<file path="src/rtl/snoop_bcast_ctrl.sv">
// Snoop broadcast controller: forks one upstream AC snoop to NumMst masters,
// merges their CR responses and forwards CD data from a single winning master.

package snoop_pkg;
    typedef logic [3:0] acsnoop_t;
    typedef logic [2:0] acprot_t;
    typedef struct packed {
        logic was_unique;
        logic is_shared;
        logic pass_dirty;
        logic error;
        logic data_transfer;
    } crresp_t;
endpackage

module snoop_bcast_ctrl
    import snoop_pkg::*;
#(
    parameter int NumMst    = 2,
    parameter int AddrWidth = 64,
    parameter int DataWidth = 64
) (
    input  logic                             clk_i,
    input  logic                             rst_i,
    input  logic                             ac_valid_i,
    output logic                             ac_ready_o,
    input  logic [AddrWidth-1:0]             ac_addr_i,
    input  acsnoop_t                         ac_snoop_i,
    input  acprot_t                          ac_prot_i,
    output logic                             cr_valid_o,
    input  logic                             cr_ready_i,
    output crresp_t                          cr_resp_o,
    output logic                             cd_valid_o,
    input  logic                             cd_ready_i,
    output logic [DataWidth-1:0]             cd_data_o,
    output logic                             cd_last_o,
    output logic [NumMst-1:0]                mst_ac_valid_o,
    input  logic [NumMst-1:0]                mst_ac_ready_i,
    output logic [AddrWidth-1:0]             mst_ac_addr_o,
    output acsnoop_t                         mst_ac_snoop_o,
    output acprot_t                          mst_ac_prot_o,
    input  logic [NumMst-1:0]                mst_cr_valid_i,
    output logic [NumMst-1:0]                mst_cr_ready_o,
    input  crresp_t [NumMst-1:0]             mst_cr_resp_i,
    input  logic [NumMst-1:0]                mst_cd_valid_i,
    output logic [NumMst-1:0]                mst_cd_ready_o,
    input  logic [NumMst-1:0][DataWidth-1:0] mst_cd_data_i,
    input  logic [NumMst-1:0]                mst_cd_last_i
);

    localparam int IdxW = (NumMst > 1) ? $clog2(NumMst) : 1;

    typedef enum logic [1:0] {
        IDLE  = 2'd0,
        SNOOP = 2'd1,
        RESP  = 2'd2,
        DATA  = 2'd3
    } state_e;

    state_e                   state_q, state_d;
    logic [NumMst-1:0]        ac_pend_q, ac_pend_d;
    logic [NumMst-1:0]        cr_pend_q, cr_pend_d;
    logic [NumMst-1:0]        cd_pend_q, cd_pend_d;
    logic [AddrWidth-1:0]     addr_q, addr_d;
    acsnoop_t                 snoop_q, snoop_d;
    acprot_t                  prot_q, prot_d;
    crresp_t [NumMst-1:0]     resp_q, resp_d;
    crresp_t                  cr_resp_q, cr_resp_d;
    logic [IdxW-1:0]          win_q, win_d;
    crresp_t                  merged_s;
    logic [IdxW-1:0]          win_pd_s, win_dt_s;
    logic                     have_pd_s;
    logic [NumMst-1:0]        dt_s;

    // Next-state, handshake bookkeeping and all handshake outputs.
    always_comb begin
        state_d        = state_q;
        ac_pend_d      = ac_pend_q;
        cr_pend_d      = cr_pend_q;
        cd_pend_d      = cd_pend_q;
        addr_d         = addr_q;
        snoop_d        = snoop_q;
        prot_d         = prot_q;
        resp_d         = resp_q;
        cr_resp_d      = cr_resp_q;
        win_d          = win_q;
        ac_ready_o     = 1'b0;
        cr_valid_o     = 1'b0;
        cd_valid_o     = 1'b0;
        cd_data_o      = {DataWidth{1'b0}};
        cd_last_o      = 1'b0;
        mst_ac_valid_o = {NumMst{1'b0}};
        mst_cr_ready_o = {NumMst{1'b0}};
        mst_cd_ready_o = {NumMst{1'b0}};
        merged_s       = '0;
        win_pd_s       = {IdxW{1'b0}};
        win_dt_s       = {IdxW{1'b0}};
        have_pd_s      = 1'b0;
        dt_s           = {NumMst{1'b0}};

        case (state_q)
            IDLE: begin
                ac_ready_o = 1'b1;
                if (ac_valid_i) begin
                    addr_d    = ac_addr_i;
                    snoop_d   = ac_snoop_i;
                    prot_d    = ac_prot_i;
                    ac_pend_d = {NumMst{1'b1}};
                    cr_pend_d = {NumMst{1'b1}};
                    state_d   = SNOOP;
                end else begin
                    state_d = IDLE;
                end
            end
            SNOOP: begin
                mst_ac_valid_o = ac_pend_q;
                mst_cr_ready_o = cr_pend_q & ~ac_pend_q;
                for (int i = 0; i < NumMst; i++) begin
                    if (ac_pend_q[i] && mst_ac_ready_i[i]) begin
                        ac_pend_d[i] = 1'b0;
                    end else begin
                        ac_pend_d[i] = ac_pend_q[i];
                    end
                    if (mst_cr_ready_o[i] && mst_cr_valid_i[i]) begin
                        resp_d[i]    = mst_cr_resp_i[i];
                        cr_pend_d[i] = 1'b0;
                    end else begin
                        cr_pend_d[i] = cr_pend_q[i];
                    end
                end
                // Merge and pick the winner from the just-completed responses so
                // cr_valid_o can rise the cycle after the last CR handshake.
                for (int i = NumMst - 1; i >= 0; i--) begin
                    merged_s = crresp_t'(merged_s | resp_d[i]);
                    dt_s[i]  = resp_d[i].data_transfer;
                    if (resp_d[i].data_transfer && resp_d[i].pass_dirty) begin
                        win_pd_s  = IdxW'(i);
                        have_pd_s = 1'b1;
                    end else begin
                        have_pd_s = have_pd_s;
                    end
                    if (resp_d[i].data_transfer) begin
                        win_dt_s = IdxW'(i);
                    end else begin
                        win_dt_s = win_dt_s;
                    end
                end
                if ((ac_pend_d == {NumMst{1'b0}}) && (cr_pend_d == {NumMst{1'b0}})) begin
                    cr_resp_d = merged_s;
                    cd_pend_d = dt_s;
                    win_d     = have_pd_s ? win_pd_s : win_dt_s;
                    state_d   = RESP;
                end else begin
                    state_d = SNOOP;
                end
            end
            RESP: begin
                cr_valid_o = 1'b1;
                if (cr_ready_i) begin
                    state_d = (cd_pend_q != {NumMst{1'b0}}) ? DATA : IDLE;
                end else begin
                    state_d = RESP;
                end
            end
            DATA: begin
                cd_valid_o = cd_pend_q[win_q] & mst_cd_valid_i[win_q];
                cd_data_o  = mst_cd_data_i[win_q];
                cd_last_o  = mst_cd_last_i[win_q];
                // Losers are drained unconditionally; only the winner sees backpressure.
                for (int i = 0; i < NumMst; i++) begin
                    if (cd_pend_q[i]) begin
                        mst_cd_ready_o[i] = (IdxW'(i) == win_q) ? cd_ready_i : 1'b1;
                    end else begin
                        mst_cd_ready_o[i] = 1'b0;
                    end
                    if (mst_cd_ready_o[i] && mst_cd_valid_i[i] && mst_cd_last_i[i]) begin
                        cd_pend_d[i] = 1'b0;
                    end else begin
                        cd_pend_d[i] = cd_pend_q[i];
                    end
                end
                if (cd_pend_d == {NumMst{1'b0}}) begin
                    state_d = IDLE;
                end else begin
                    state_d = DATA;
                end
            end
            default: begin
                state_d = IDLE;
            end
        endcase
    end

    // State and payload registers.
    always_ff @(posedge clk_i or posedge rst_i) begin
        if (rst_i) begin
            state_q   <= IDLE;
            ac_pend_q <= {NumMst{1'b0}};
            cr_pend_q <= {NumMst{1'b0}};
            cd_pend_q <= {NumMst{1'b0}};
            addr_q    <= {AddrWidth{1'b0}};
            snoop_q   <= '0;
            prot_q    <= '0;
            resp_q    <= '0;
            cr_resp_q <= '0;
            win_q     <= {IdxW{1'b0}};
        end else begin
            state_q   <= state_d;
            ac_pend_q <= ac_pend_d;
            cr_pend_q <= cr_pend_d;
            cd_pend_q <= cd_pend_d;
            addr_q    <= addr_d;
            snoop_q   <= snoop_d;
            prot_q    <= prot_d;
            resp_q    <= resp_d;
            cr_resp_q <= cr_resp_d;
            win_q     <= win_d;
        end
    end

    assign cr_resp_o      = cr_resp_q;
    assign mst_ac_addr_o  = addr_q;
    assign mst_ac_snoop_o = snoop_q;
    assign mst_ac_prot_o  = prot_q;

endmodule
</file>
<file path="config.mk">
export PLATFORM = sky130hd
export DESIGN_NAME = snoop_bcast_ctrl
export DESIGN_NICKNAME = d
export VERILOG_FILES = /design/src/rtl/snoop_bcast_ctrl.sv
export SDC_FILE = /design/constraint.sdc
export NUM_CORES = 1
export LEC_CHECK = 0
export BUFFER_PORTS_ARGS = -buffer_cell sky130_fd_sc_hd__buf_2
export CAP_MARGIN = 20
export CORE_AREA = 3 3 145 147
export CTS_BUF_LIST = sky130_fd_sc_hd__clkbuf_8
export CTS_CLUSTER_DIAMETER = 60
export DETAILED_ROUTE_END_ITERATION = 10
export DIE_AREA = 0 0 148 150
export PLACE_DENSITY = 0.6
export REMOVE_ABC_BUFFERS = 1
export SLEW_MARGIN = 40
export SYNTH_ARGS = -nofsm -noshare
export SYNTH_HDL_FRONTEND = slang
export SYNTH_SLANG_ARGS = --single-unit
export TNS_END_PERCENT = 1
</file>
<file path="constraint.sdc">
create_clock -name clk_i -period 2.7 [get_ports clk_i]
set_clock_uncertainty 0.05 [all_clocks]
set_input_delay 0.27 -clock clk_i [delete_from_list [all_inputs] [get_ports clk_i]]
set_output_delay 0.27 -clock clk_i [all_outputs]
set_load 0.005 [all_outputs]
</file>
==> results of run 1 <==
cell type report:
| type | instances | area share |
|---|---|---|
| multi-input cells | 295 | 0.3270 |
| flip-flops and latches | 95 | 0.3266 |
| repair buffers | 384 | 0.2736 |
| well taps | 270 | 0.04634 |
| clock buffers | 9 | 0.01699 |
| clock inverters | 7 | 0.008582 |
| inverters | 1 | 0.0008582 |
metal layers:
layer  up-vias  part of all wire  GRT usage
li1       2190                 -          -
met1      2120              0.35     0.1553
met2       237              0.54     0.2905
met3        14             0.096    0.04634
met4         2            0.0070    0.02079
met5         -           0.00074          0
state kept, by name, summed over array words and instances (netlist names):
signal and count:
ac_pend_q 2, cd_pend_q 2, cr_pend_q 2, cr_resp_o 5
mst_ac_addr_o 64, mst_ac_prot_o 3, mst_ac_snoop_o 4, resp_q 10
state_q 2, win_q 1
worst max-delay path: cells and delay by family, from the launching register on:
family        cells  cell delay (ns)
buf+inv           2             0.48
simple gates      1             0.05
flops             1             0.89
mux               1             0.22
cells in the mapped netlist, types with 2 or more instances:
cell      number
a21o_1         2
a21oi_1        5
a31oi_1        2
and2_1         3
and3_1         2
buf_2         12
buf_6          7
clkbuf_1       6
dfrtp_1       95
mux2_1         4
mux2_2        75
mux2_4         5
mux2i_1       77
nand2_1       12
nand2b_1       3
nand3_1        4
nand3b_1       2
nor2_1        75
nor2b_1        4
nor3b_1        2
o21ai_0        8
final timing paths:
check,startpoint,end,slack [ns]
max,win_q,cd_data_o[39],0.34
min reg2reg,mst_ac_addr_o[51],mst_ac_addr_o[51],0.44
max reg2reg,state_q[0],mst_ac_addr_o[56],0.76
max in group asynchronous,rst_i,mst_ac_addr_o[42],1.49
min,mst_ac_ready_i[0],ac_pend_q[0],0.03
min in group asynchronous,rst_i,mst_ac_addr_o[23],0.48
cell families after synthesis:
group	after synthesis	share of synthesized area
muxes	161	0.3517
and+or+nand+nor	113	0.1029
DFF	95	0.4817
buffers and inverters	28	0.03575
AOI/OAI and AO/OA	21	0.02789
where the power goes:
part	internal, mW	total, mW	switching (mW)
Clock	0.357	0.901	0.545
Combinational	1.98	3.51	1.53
Sequential	2.15	2.70	0.559
Total	4.48	7.11	2.64
==> run metrics, run 1 <==
sequential area share after synthesis=0.4817; DRT iter0 DRCs=70; cell area after layout=roughly 7300 sq um; fraction of layout cells with a size suffix above 1=0.6182; RSZ-0062 raised after global routing=false; Slowest Stage Delay on Critical Path=0.89 ns; Synth top area share=0.4817; CTS clk-pin slew, worst paths=about 0.11 ns; Area after DPL=roughly 7000 sq um; hold slack=~0.026 ns; Synth Cell Area=4935 sq um; MaxCap Viol Count=0; HPWL after DPL=approximately 15000 um; routed length per instance=between 15 and 20 um; number of global-route vias before repair=4490; CTS tree=built; critical path type=register to primary output; commonest non-fill, non-tap cells in the layout=buf_2, dfrtp_1, mux2i_1; post-CTS sizing=0; number of flops mapped to enable cells by yosys=0; Slew headroom=0.5287; FP Rows=52; Total Nets Final=1008; Synth Flop Type=dfrtp_1; GRT overflow=0; WP data arrival=2.04 ns; clk root buf=clkbuf_8; H-tree depth=3; Seq cells post-synth=95; Worst Setup End Kind=primary output; Hold Vio Cnt, Final=0; largest cells by area after synthesis=dfrtp_1, mux2_2, mux2i_1; area delta synth->final=47.72%; DIE AREA=about 22000 sq um; Yosys top cell by area=dfrtp_1; Highest Clock Rate=~0.42 GHz; Final period util=0.8744; Tmin final=~2.4 ns; IO Count=between 300 and 400; Required @ worst endpoint=2.38 ns; Cells after Synth=418; max-slew violations=0; DRC Markers=0; Place WS=about 0.74 ns; crit path cell chain=buf_4 > mux2i_1 > nor2_1 > buf_2; Total Power=~7.1 mW; Port Buffers=about 370; starting density of the core=0.2463; Yosys warnings=0; Max IR drop VDD=roughly 0.33 mV; fill cell count=approximately 2100; leakage=3.806 nW; placer congestion estimate=~0.81; clock sinks=95; critical path's slowest cell=dfrtp_4; first-pass GRT wire length=25140 um; fin cells=1061; pwr/cell area=just under 1000 nW/um^2; clk_lat worst skew=0.36 ns; Die Wd=148 um; CP Launch Type=register; CORE AREA=roughly 20000 sq um; drt pass-1 iters=4; Worst-Margin Slew=0.7069 ns; r2r worst-path depth=4; most common cell after layout, fill and taps aside=buf_2; Setup Buffers After CTS=0; CTS Buf Count=9; multi-input combinational cell area=around 2400 sq um; crit-path max FO=44; Final Core Density=0.3638; die height=~150 um; Final setup viols=0; Clock Tree Buf Depth=2; ys async rst share=1.000; synthesized area per cell=approximately 12 sq um; Placed Cells=~1000; status=finished clean; Storage cell area=between 2000 and 2500 sq um; # diodes=0; remaining antenna violation count=0; largest net degree at the start of global routing=70; initial antenna violation count=4; vias post-DR=around 4600; Hold-fix buffers, CTS=1; WL final=around 18000 um; Synth cell types=34; Overall Global Routing Usage=0.1471; vias per inst=4.301; min-delay worst type=input port to register; WHS Path Cells=2; setup TNS=0 ns; PnR worst setup slack=0.3392 ns
Power figures use the tool's default switching activity.
==> run 2, diff against run 1 <==
--- a/config.mk
+++ b/config.mk
@@ -12,7 +12,8 @@
 export CTS_CLUSTER_DIAMETER = 60
 export DETAILED_ROUTE_END_ITERATION = 10
 export DIE_AREA = 0 0 148 150
-export PLACE_DENSITY = 0.6
+export MAX_ROUTING_LAYER = met4
+export PLACE_DENSITY = 0.58
 export REMOVE_ABC_BUFFERS = 1
 export SLEW_MARGIN = 40
 export SYNTH_ARGS = -nofsm -noshare
==> constraint.sdc (replaced) <==
create_clock -name clk_i -period 3.1 [get_ports clk_i]
set_clock_uncertainty 0.05 [all_clocks]
set_input_delay 0.31 -clock clk_i [delete_from_list [all_inputs] [get_ports clk_i]]
set_output_delay 0.31 -clock clk_i [all_outputs]
set_load 0.005 [all_outputs]
==> run 2 against run 1 <==
Register-to-register slack improved by 0.49 ns. Hold slack improved by 0.037 ns. Non-clock buffer count fell by 7. Count of clock-buffer cells in the layout did not move. Via count barely moved. Die area did not move. Critical path type unchanged.
==> run metrics, run 2 (synthesis gave the netlist of run 1 again) <==
fraction of layout cells with a size suffix above 1=0.6148 (-0.003409); H-tree depth=3 (unchanged); min-delay worst type=input port to register; critical path type=register to primary output; placer congestion estimate=0.7793 (-3.7%); MaxCap Viol Count=0 (unchanged); Port Buffers=371 (unchanged); drt pass-1 iters=4 (unchanged); CTS clk-pin slew, worst paths=0.11 ns (about the same); CTS Buf Count=9 (unchanged); vias post-DR=4561 (-0.044%); commonest non-fill, non-tap cells in the layout=buf_2, dfrtp_1, mux2i_1; Total Nets Final=1001 (-0.69%); starting density of the core=0.2463 (unchanged); crit-path max FO=46 (+4.5%); Final setup viols=0 (unchanged); Area after DPL=7041 sq um (-0.74%); Setup Buffers After CTS=0 (unchanged); Clock Tree Buf Depth=2 (unchanged); area delta synth->final=46.83%; Slew headroom=0.5216 (-0.007121); crit path cell chain=buf_12 > mux2i_1 > nor2_1 > buf_2; number of global-route vias before repair=4388 (-2.3%); Highest Clock Rate=~0.40 GHz; Worst Setup End Kind=primary output; fill cell count=2044 (-1.1%); DRC Markers=0 (unchanged); clk_lat worst skew=0.36 ns (about the same); Worst-Margin Slew=0.7176 ns (+0.01068 ns); Reg2Reg Setup Slack=1.25 ns (+0.49 ns); most common cell after layout, fill and taps aside=buf_2; Final period util=0.8001; WL final=20040 um (+14%); clock sinks=95 (unchanged); max-slew violations=0 (unchanged); max reg flops=64 (unchanged); Tmin final=2.480 ns; HPWL after DPL=16870 um (+13%); die height=150 um (unchanged); largest net degree at the start of global routing=70 (unchanged); DIE AREA=22200 sq um (unchanged); CP Launch Type=register; GRT overflow=0 (unchanged); vias per inst=4.311 (+0.24%); multi-input combinational cell area=2384 sq um (unchanged); Hold Vio Cnt, Final=0 (unchanged); RSZ-0062 raised after global routing=false; CORE AREA=20040 sq um (unchanged); leakage=3.765 nW (-1.1%); pwr/cell area=851.8 nW/um^2 (-13%); Max IR drop VDD=0.3498 mV (+6.8%); Total Power=6.172 mW (-13%); routed length per instance=18.94 um (+14%); Slowest Stage Delay on Critical Path=0.70 ns (-0.19 ns); remaining antenna violation count=0 (unchanged); Die Wd=148 um (unchanged); FP Rows=52 (unchanged); DRT iter0 DRCs=90 (+29%); initial antenna violation count=14 (+10); IO Count=372 (unchanged); CTS tree=built; first-pass GRT wire length=27370 um (+8.9%); critical path's slowest cell=dfrtp_4; cell area after layout=7246 sq um (-0.60%); Overall Global Routing Usage=0.1721 (+0.02500); Storage cell area=2381 sq um (unchanged); status=finished clean; Required @ worst endpoint=2.74 ns (+0.36 ns); WP data arrival=2.12 ns (+0.08 ns); clk root buf=clkbuf_8
[run 2: timing repair]
action,4_1_cts,5_1_grt
endpoints found under the hold margin,20,0
hold buffers,1,0
resized for setup,0,0
endpoints found under the setup margin,0,0
[run 2: metal layers]
metal | wire (um) | vias up | GRT usage
met3 | 1576 | 34 | 0.03452
li1 | - | 2177 | -
met5 | 0 | - | -
met1 | 7519 | 2083 | 0.1899
met2 | 10480 | 267 | 0.3117
met4 | 467 | 0 | 0.05589
[run 2: area by class of cell]
cell class / count / area share
flip-flops and latches: 95 / 0.3286
clock inverters: 7 / 0.008461
inverters: 1 / 0.0008634
well taps: 270 / 0.04662
multi-input cells: 295 / 0.3290
clock buffers: 9 / 0.01710
repair buffers: 377 / 0.2680
diodes: 4 / 0.001381
[run 2: path summary, 6_finish.rpt]
kind | startpoint | end | depth (start not counted)
hold / removal | mst_ac_ready_i[1] | ac_pend_q[1] | 2
min in group asynchronous | rst_i | mst_ac_addr_o[26] | 3
setup / recovery | win_q | cd_data_o[4] | 4
hold reg to reg | mst_ac_addr_o[52] | mst_ac_addr_o[52] | 1
max in group asynchronous | rst_i | mst_ac_addr_o[3] | 4
setup reg to reg | state_q[0] | mst_ac_addr_o[62] | 4
[run 2: through the flow]
stage / hold WS [ns] / cells / setup TNS [ns] / util / setup WS, ns
finish: 0.06294 / 1058 / 0 / 0.3616 / 0.6197
global route: 0.05927 / 1056 / 0 / 0.3613 / 0.4598
CTS: 0.03561 / 1054 / 0 / 0.3611 / 0.4897
detailed placement: 0.4079 / 1037 / 0 / 0.3513 / 0.9256
global placement: 0.4096 / 1037 / 0 / 0.3513 / 0.9196
floorplan: 0.3448 / 391 / -0.2881 / - / -0.1473
[run 2: power by group]
part | leakage [nW] | switching (mW) | total, mW | internal, mW
clock | 0.0941 | 0.497 | 0.807 | 0.310
combinational | 2.55 | 1.39 | 3.07 | 1.69
sequential | 1.12 | 0.424 | 2.29 | 1.87
[run 2: critical path, delay by kind of cell, from the launching register on]
kind	cells	cell delay [ns]
flip-flops	1	0.70
buffers and inverters	2	0.52
multiplexers	1	0.42
AND/OR/NAND/NOR	1	0.08
